--- config.mk ---
export PLATFORM = sky130hd
export DESIGN_NAME = slot_fee_meter
export DESIGN_NICKNAME = d
export VERILOG_FILES = /design/src/rtl/slot_fee_meter.sv
export SDC_FILE = /design/constraint.sdc
export NUM_CORES = 1
export LEC_CHECK = 0
export ABC_AREA = 1
export BUFFER_PORTS_ARGS = -buffer_cell sky130_fd_sc_hd__buf_2
export CORE_MARGIN = 3
export CORE_UTILIZATION = 37
export DETAILED_ROUTE_END_ITERATION = 7
export GPL_ROUTABILITY_DRIVEN = 0
export PLACE_DENSITY = 0.52
export SLEW_MARGIN = 30
export SYNTH_ARGS = -nofsm -noshare
export SYNTH_HDL_FRONTEND = slang
export SYNTH_SLANG_ARGS = --single-unit
--- constraint.sdc ---
create_clock -name clk -period 1.94 [get_ports clk]
set_input_delay 0.194 -clock clk [delete_from_list [all_inputs] [get_ports clk]]
set_output_delay 0.194 -clock clk [all_outputs]
set_load 0.01 [all_outputs]
--- src/rtl/slot_fee_meter.sv ---
// Per-slot dwell timer and started-minute fee calculator with a BCD valid/ready output.
// Optional macro FEE_GRACE_EN: dwell below one minute is charged 00.
module slot_fee_meter #(
   parameter int NUM_SLOTS = 4,
   parameter int SEC_W     = 12,
   parameter int RATE      = 1
) (
   input  logic                 clk,
   input  logic                 reset,
   input  logic                 tick_1hz,
   input  logic                 park_pulse,
   input  logic [1:0]           park_slot,
   input  logic                 leave_pulse,
   input  logic [1:0]           leave_slot,
   input  logic                 fee_ready,
   output logic                 fee_valid,
   output logic [3:0]           fee_tens,
   output logic [3:0]           fee_ones,
   output logic                 busy,
   output logic                 drop_err,
   output logic [NUM_SLOTS-1:0] occupied,
   output logic [NUM_SLOTS-1:0] sat_flag
);

   localparam int MAX_MIN  = ((2**SEC_W - 1) + 59) / 60;
   localparam int MIN_W    = $clog2(MAX_MIN + 1);
   localparam int PROD_RAW = MIN_W + $clog2(RATE + 1);
   localparam int PROD_W   = (PROD_RAW < 8) ? 8 : PROD_RAW;

   localparam logic [SEC_W-1:0]  SEC_MAX = '1;
   localparam logic [SEC_W-1:0]  SEC_ONE = SEC_W'(1);
   localparam logic [SEC_W-1:0]  SIXTY   = SEC_W'(60);
   localparam logic [MIN_W-1:0]  MIN_ONE = MIN_W'(1);
   localparam logic [PROD_W-1:0] FEE_CAP = PROD_W'(99);

   typedef enum logic [1:0] {
      S_IDLE,
      S_DIV,
      S_BCD,
      S_VALID
   } state_t;

   state_t               r_state;
   logic [SEC_W-1:0]     r_cnt [NUM_SLOTS];
   logic [NUM_SLOTS-1:0] r_occ;
   logic [NUM_SLOTS-1:0] r_sat;
   logic [SEC_W-1:0]     r_rem;
   logic [MIN_W-1:0]     r_min;
   logic [6:0]           r_fee;
   logic [3:0]           r_tens;
   logic [3:0]           r_ones;
   logic                 r_valid;
   logic                 r_busy;
   logic                 r_drop;

   logic                 w_leaveHit;
   logic                 w_accept;
   logic                 w_drop;
   logic [MIN_W-1:0]     w_minUp;
   logic [PROD_W-1:0]    w_prod;
   logic [6:0]           w_feeSat;
   logic [6:0]           w_fee;

   // Leave is judged against occupancy before this cycle's park/leave updates.
   assign w_leaveHit = leave_pulse && r_occ[leave_slot];
   assign w_accept   = w_leaveHit && (r_state == S_IDLE);
   assign w_drop     = w_leaveHit && (r_state != S_IDLE);

   assign w_minUp  = (r_rem != '0) ? (r_min + MIN_ONE) : r_min;
   assign w_prod   = PROD_W'(w_minUp) * PROD_W'(RATE);
   assign w_feeSat = (w_prod > FEE_CAP) ? 7'd99 : w_prod[6:0];

`ifdef FEE_GRACE_EN
   // No whole minute was subtracted, so the dwell was under 60 s.
   assign w_fee = (r_min == '0) ? 7'd0 : w_feeSat;
`else
   assign w_fee = w_feeSat;
`endif

   // Dwell counters: tick, then leave, then park, so a same-cycle park reopens the slot.
   always_ff @(posedge clk or negedge reset) begin
      if (!reset) begin
         r_occ <= '0;
         r_sat <= '0;
         for (int i = 0; i < NUM_SLOTS; i++) begin
            r_cnt[i] <= '0;
         end
      end else begin
         for (int i = 0; i < NUM_SLOTS; i++) begin
            if (tick_1hz && r_occ[i]) begin
               if (r_cnt[i] != SEC_MAX) begin
                  r_cnt[i] <= r_cnt[i] + SEC_ONE;
               end
               if (r_cnt[i] >= (SEC_MAX - SEC_ONE)) begin
                  r_sat[i] <= 1'b1;
               end
            end
            if (w_leaveHit && (leave_slot == 2'(i))) begin
               r_occ[i] <= 1'b0;
               r_cnt[i] <= '0;
            end
            if (park_pulse && (park_slot == 2'(i))) begin
               r_occ[i] <= 1'b1;
               r_cnt[i] <= '0;
               r_sat[i] <= 1'b0;
            end
         end
      end
   end

   // Fee engine: repeated subtraction for minutes, then for BCD tens.
   always_ff @(posedge clk or negedge reset) begin
      if (!reset) begin
         r_state <= S_IDLE;
         r_rem   <= '0;
         r_min   <= '0;
         r_fee   <= '0;
         r_tens  <= '0;
         r_ones  <= '0;
         r_valid <= 1'b0;
         r_busy  <= 1'b0;
         r_drop  <= 1'b0;
      end else begin
         r_drop <= w_drop;
         case (r_state)
            S_IDLE: begin
               if (w_accept) begin
                  r_rem   <= r_cnt[leave_slot];
                  r_min   <= '0;
                  r_tens  <= '0;
                  r_ones  <= '0;
                  r_busy  <= 1'b1;
                  r_state <= S_DIV;
               end
            end
            S_DIV: begin
               if (r_rem >= SIXTY) begin
                  r_rem <= r_rem - SIXTY;
                  r_min <= r_min + MIN_ONE;
               end else begin
                  r_fee   <= w_fee;
                  r_state <= S_BCD;
               end
            end
            S_BCD: begin
               if (r_fee >= 7'd10) begin
                  r_fee  <= r_fee - 7'd10;
                  r_tens <= r_tens + 4'd1;
               end else begin
                  r_ones  <= r_fee[3:0];
                  r_valid <= 1'b1;
                  r_state <= S_VALID;
               end
            end
            S_VALID: begin
               if (fee_ready) begin
                  r_valid <= 1'b0;
                  r_busy  <= 1'b0;
                  r_state <= S_IDLE;
               end
            end
            default: begin
               r_state <= S_IDLE;
            end
         endcase
      end
   end

   assign fee_valid = r_valid;
   assign fee_tens  = r_tens;
   assign fee_ones  = r_ones;
   assign busy      = r_busy;
   assign drop_err  = r_drop;
   assign occupied  = r_occ;
   assign sat_flag  = r_sat;

endmodule

Word-level counts from Yosys, hierarchy flattened
Cells that the tools add are included.

Add/subtract/negate cells: 8. Order comparisons: 9. Equal/unequal tests: 19. Mux-type cells: 67. Bitwise operators: 1. Reduce and logical (&&, ||, !) cells: 60.

Operator list (count): $mux 12 (20); $add 12x1->12 const B (4); $ge 12x12->1 const B (4); $ne 12x12->1 const B (4); $mux 7 (6); $reduce_bool 2->1 (18); $pmux 7 s2 (2); $bmux 12 s2 (1); $mux 1 (24); $pmux 12 s2 (1); $reduce_bool 3->1 (8); $reduce_and 3->1 (6); $pmux 4 s2 (2); $reduce_and 2->1 (8); $logic_and 1x1->1 (15); $eq 2x2->1 const B (6); $ge 12x6->1 const B (1); $mux 4 (3); $ne 2x2->1 const B (6); $reduce_bool 12->1 (1); $sub 12x6->12 const B (1); $mux 2 (4); $pmux 2 s4 (1); $add 7x1->7 const B (1); 12 further kinds (17).

Register bits after elaboration: 95. Input bits: 10. Output and inout port bits: 19. Logic and storage cells: 185.

Longest topological paths before layout
Depth in word-level cells: 6. Depth in mapped cells: 13. Gate-level depth less buffers: 12.

Worst setup path before layout
No wires, ideal clock.

Kind: register -> register. From: register r_state[0]. To: register r_fee[6]. Library setup time: 118 ps. Data arrival time: 1540 ps. Required time: 1822 ps. Path slack: 282 ps. Stages on the path, launching flop included: 11. Path buffers: 2. Period minus slack after synthesis: 1658 ps. Cells stage by stage: dfrtp_1 > inv_1 > ha_1 > buf_2 > nand4_1 > nor2_1 > inv_1 > o211ai_2 > buf_6 > nand3b_1 > nand2_1.

Cells in the longest elaborated chain, start to end: 3. Elaborated cells on any way between the ends: 7. Those cells by class: eq/ne (4); mux (1); reduce/logical (2).

Ends and longest elaborated chain: start, declared (RTL line 43) `state_t r_state;`; start signal, assigned (RTL line 114) `r_state <= S_IDLE;`; start signal, assigned (RTL line 133) `r_state <= S_DIV;`; start signal, assigned (RTL line 142) `r_state <= S_BCD;`; $eq 2x2->1 / $eq 2x1->1 (equally long branches) (RTL line 125) `case (r_state)`; $ne 2x2->1 (no line) / $reduce_bool 2->1 (equally long branches); $reduce_and 3->1 (no line); end signal, assigned (RTL line 141) `r_fee <= w_fee;`; end signal, assigned (RTL line 147) `r_fee <= r_fee - 7'd10;`; end, declared (RTL line 49) `logic [6:0] r_fee;`.

Several ways; a longest one is shown, not always the timed one. A chain may end at the register's enable or synchronous reset.

Worst setup path after layout
From: register r_fee[1]. To: register r_fee[6].

Cells in the longest elaborated chain, start to end: 3. Elaborated cells on any way between the ends: 6. Those cells by class: add/sub (1); order compare (1); eq/ne (1); mux (2); reduce/logical (1).

Ends and longest elaborated chain (RTL line): $sub 7x4->7 / $ge 7x4->1 (equally long branches) (147, 146); $mux 7 / $ne 2x2->1 (equally long branches); $pmux 7 s2 / $reduce_and 3->1 (equally long branches).

Several ways; a longest one is shown, not always the timed one. The select of a mux whose other input is x is not followed.

==> impl_results.md <==
- Slowest CP cell: dfrtp_1
- Critical Path RT: ~2.2 ns
- Setup violations, final: 0
- Post-synthesis compound-gate area fraction: 0.116
- Initial antenna violation count: 0
- Worst Reg-to-Reg Cells: 10
- Layout Skew: ~0.0078 ns
- CTS H-tree depth: 3
- Longest Clk Path Bufs: 2
- Hold Fails Final Rpt: 0
- DR pass1 iterations: 5
- Worst EP arrival: 2.03 ns
- PD cells: 1140 nW/um2
- Final Instance Count excl. Fillers: between 1k and 1.5k
- Fin crit share: 0.920
- Most frequent CP cell: inv_1
- LEAKAGE: 3.40 nW
- Total track usage: 0.186
- DR WL/cell: ~14 um
- Via density: 4.92
- Die area: between 15,000 and 20,000 um2
- Drt initial violations: 280
- First-pass GRT wire length: ~27,000 um
- Post-synthesis xor/xnor area fraction: 0.0301
- Vias in the first global route: around 5.3k
- Fillers: 1,732
- Max-cap violations: 0
- Final min period: 1.78 ns
- Pins Over Slew Limit: 0
- Die height: between 100 and 150 um
- Antenna-violating nets left: 0
- Synthesized flop and latch total: 95
- Max Clock Freq: ~0.56 GHz
- Seq/Total Area, Yosys: 0.389
- Post-Synth Simple-Gate Area: 0.334
- Worst hold path class: in -> reg
- Worst hold path depth: 2
- Worst skew pair latency: between 0.3 and 0.4 ns
- Status: complete, no violations
- Worst path max stage delay: 0.42 ns
- Commonest non-fill, non-tap cell in the layout: nand2_1
- DRC errors left: 0
- Crit path max fanout: 12
- Worst Path Class, Setup: reg -> reg
- Die span in x: between 100 and 150 um
- Row count: 46
- I/O Buffers: 28
- Post-synth net total: a little under 900
- Post-synthesis mux area share: 0
- Sink Count: 95
- # diodes: 0
- Worst-margin pin slew: between 0.4 and 0.5 ns
- Worst IR Drop VDD: approximately 0.00050 V
- Crit end category: register
- Root Driver: clkbuf_16
- Synth Area in Adders: 0.0348
- Multi-input logic area: ~3200 um2
- DP HPWL: approximately 12,000 um
- Total wire length: approximately 16,000 um
- Yosys warns: 0
- Post-synth EDFFs: 0
- TritonCTS clock tree: built
- Most frequent cells in the layout: nand2_1 (208), inv_1 (118), dfrtp_1 (95)
- Core footprint: 16,000 um2
- Cell Count Post-Placement: ~1.1k
- Distinct cells, synth: 45
- Area Growth Syn to Fin: 14.3%
- Ys flop type: dfrtp_1
- RSZ-0062 raised after global routing: true
- Ys async rst share: 1.00
- Syn Std Cell Area: roughly 6100 um2
- Largest net degree at the start of global routing: 40
- Critical Path, Cell by Cell: inv_1 > ha_1 > inv_1 > nand2_1 > nand4_1 > nor2_2 > inv_1 > o211ai_2 > nand3b_1 > nand2_1
- Post-Synthesis Cells: 846
- Inserted Clock Buffers: 9
- Rel. slew slack: 0.676
- Tot Pwr: about 0.008 W
- Layout Nets: around 930
- Main combinational cell family by area after synthesis: simple AND/OR/NAND/NOR gates
- Startpoint Class: register
- Worst-path clk slew: 0.07 ns
- # IOs: 29
- Initial core utilization: 0.382
- Avg Cell Area, Syn: around 7.2 um2
- GRT overflow: 0
- Vias: roughly 5.5k
- Share of post-route cells with drive strength above 1: 0.134
- FF+latch area: between 2000 and 2500 um2
[layer usage]
layer  track usage  vias to the layer above  share of wire
met5             0                        -              0
met4        0.0696                        0          0.024
met3        0.0261                       25          0.031
met2         0.303                       94           0.47
met1         0.253                     2531           0.47
li1              -                     2864              -
[registers in the layout, indices dropped and copies added, names as in the netlist]
signal	flops
r_cnt	48
r_rem	12
r_fee	7
r_min	7
fee_ones	4
fee_tens	4
occupied	4
sat_flag	4
r_state	2
busy	1
drop_err	1
fee_valid	1
[through the flow]
step | instance area (um2) | utilization | hold WS [ns] | TNS (ns) | setup slack, ns
5_1_grt | 6980 | 0.436 | 0.0669 | -0.121 | -0.0715
4_1_cts | 6960 | 0.435 | 0.0490 | 0 | 0.0667
3_3_place_gp | 6630 | 0.414 | 0.169 | 0 | 0.112
3_5_place_dp | 6630 | 0.414 | 0.166 | 0 | 0.0849
2_1_floorplan | 6110 | - | -0.102 | 0 | 0.282
6_report | 6980 | 0.436 | 0.0634 | 0 | 0.156
[kinds of logic after synthesis]
| group | count (synthesis) |
|---|---|
| compound gates | 121 |
| xor+xnor | 21 |
| fa+ha+maj | 17 |
| buf+inv | 140 |
| flops | 95 |
| simple gates | 452 |
[critical path: cells and delay by family, from the launching register on]
family | cells | cell delay, ns
buffers and inverters | 3 | 0.23
AO/OA/AOI/OAI | 1 | 0.20
AND/OR/NAND/NOR | 5 | 0.67
adder cells (fa/ha/maj) | 1 | 0.16
flip-flops | 1 | 0.42
[path summary, 6_finish.rpt]
path / start / endpoint / slack, ns
worst min-delay path: park_slot[1] / sat_flag[3]$_DFFE_PN0P_ / 0.06
max in group asynchronous: reset / fee_tens[3]$_DFFE_PN0P_ / 0.99
worst min register to register: fee_ones[1]$_DFFE_PN0P_ / fee_ones[1]$_DFFE_PN0P_ / 0.48
worst max register to register: r_fee[1]$_DFFE_PN0P_ / r_fee[6]$_DFFE_PN0P_ / 0.16
worst max-delay path: r_fee[1]$_DFFE_PN0P_ / r_fee[6]$_DFFE_PN0P_ / 0.16
min in group asynchronous: reset / r_rem[4]$_DFFE_PN0P_ / 0.32
[repair_timing]
action                     CTS  global route
resized for setup            0             7
buffers inserted             0             0
hold buffers                 1             0
hold endpoints to repair    26             0
setup endpoints to repair    0            13
[synthesized netlist by cell type (2+ instances only)]
cell       count  area, um2
nor3b_1        2       15.0
nand2_2        7       43.8
a21oi_1       30        150
o22ai_1        8       50.1
nor2_2         4       25.0
o21a_1         2       15.0
xor2_1        16        140
nand3_1       57        285
inv_4          2       12.5
clkinv_1       3       11.3
dfrtp_1       95       2380
a22oi_1        3       22.5
o21ai_0       49        245
nand3_2        3       30.0
nand2_4        4       45.0
o221ai_1       2       17.5
inv_1        118        443
buf_6          6       67.6
nor3_1        25        125
ha_1          17        213
nand2_1      212        796
a21oi_2        2       17.5
xnor2_1        5       43.8
o211ai_1       2       15.0
nor4_1         4       25.0
o21ai_2        4       35.0
nand3b_1       5       37.5
o21ai_1        5       25.0
a31oi_1        5       31.3
nor2_1        93        349
or2_2          5       31.3
o2111ai_1      4       35.0
nand4_1       24        150
buf_2          3       15.0
clkbuf_1       3       11.3
nor2_4         4       45.0
inv_2          5       18.8
[final cells by class]
type	instances	share of cell area
Sequential cell	95	0.341
Timing Repair Buffer	54	0.0505
Tap cell	216	0.0387
Inverter	128	0.0695
Clock buffer	9	0.0323
Multi-Input combinational cell	611	0.454
Clock inverter	7	0.0149
[power breakdown]
part	total, W	internal [W]	leakage (nW)	switching, W
logic	0.00324	0.00114	1.98	0.00211
registers	0.00274	0.00237	1.27	0.000369
clock network	0.00200	0.00115	0.155	0.000850
total	0.00798	0.00466	3.40	0.00333
Note: power is estimated with default switching activity, not from simulation.
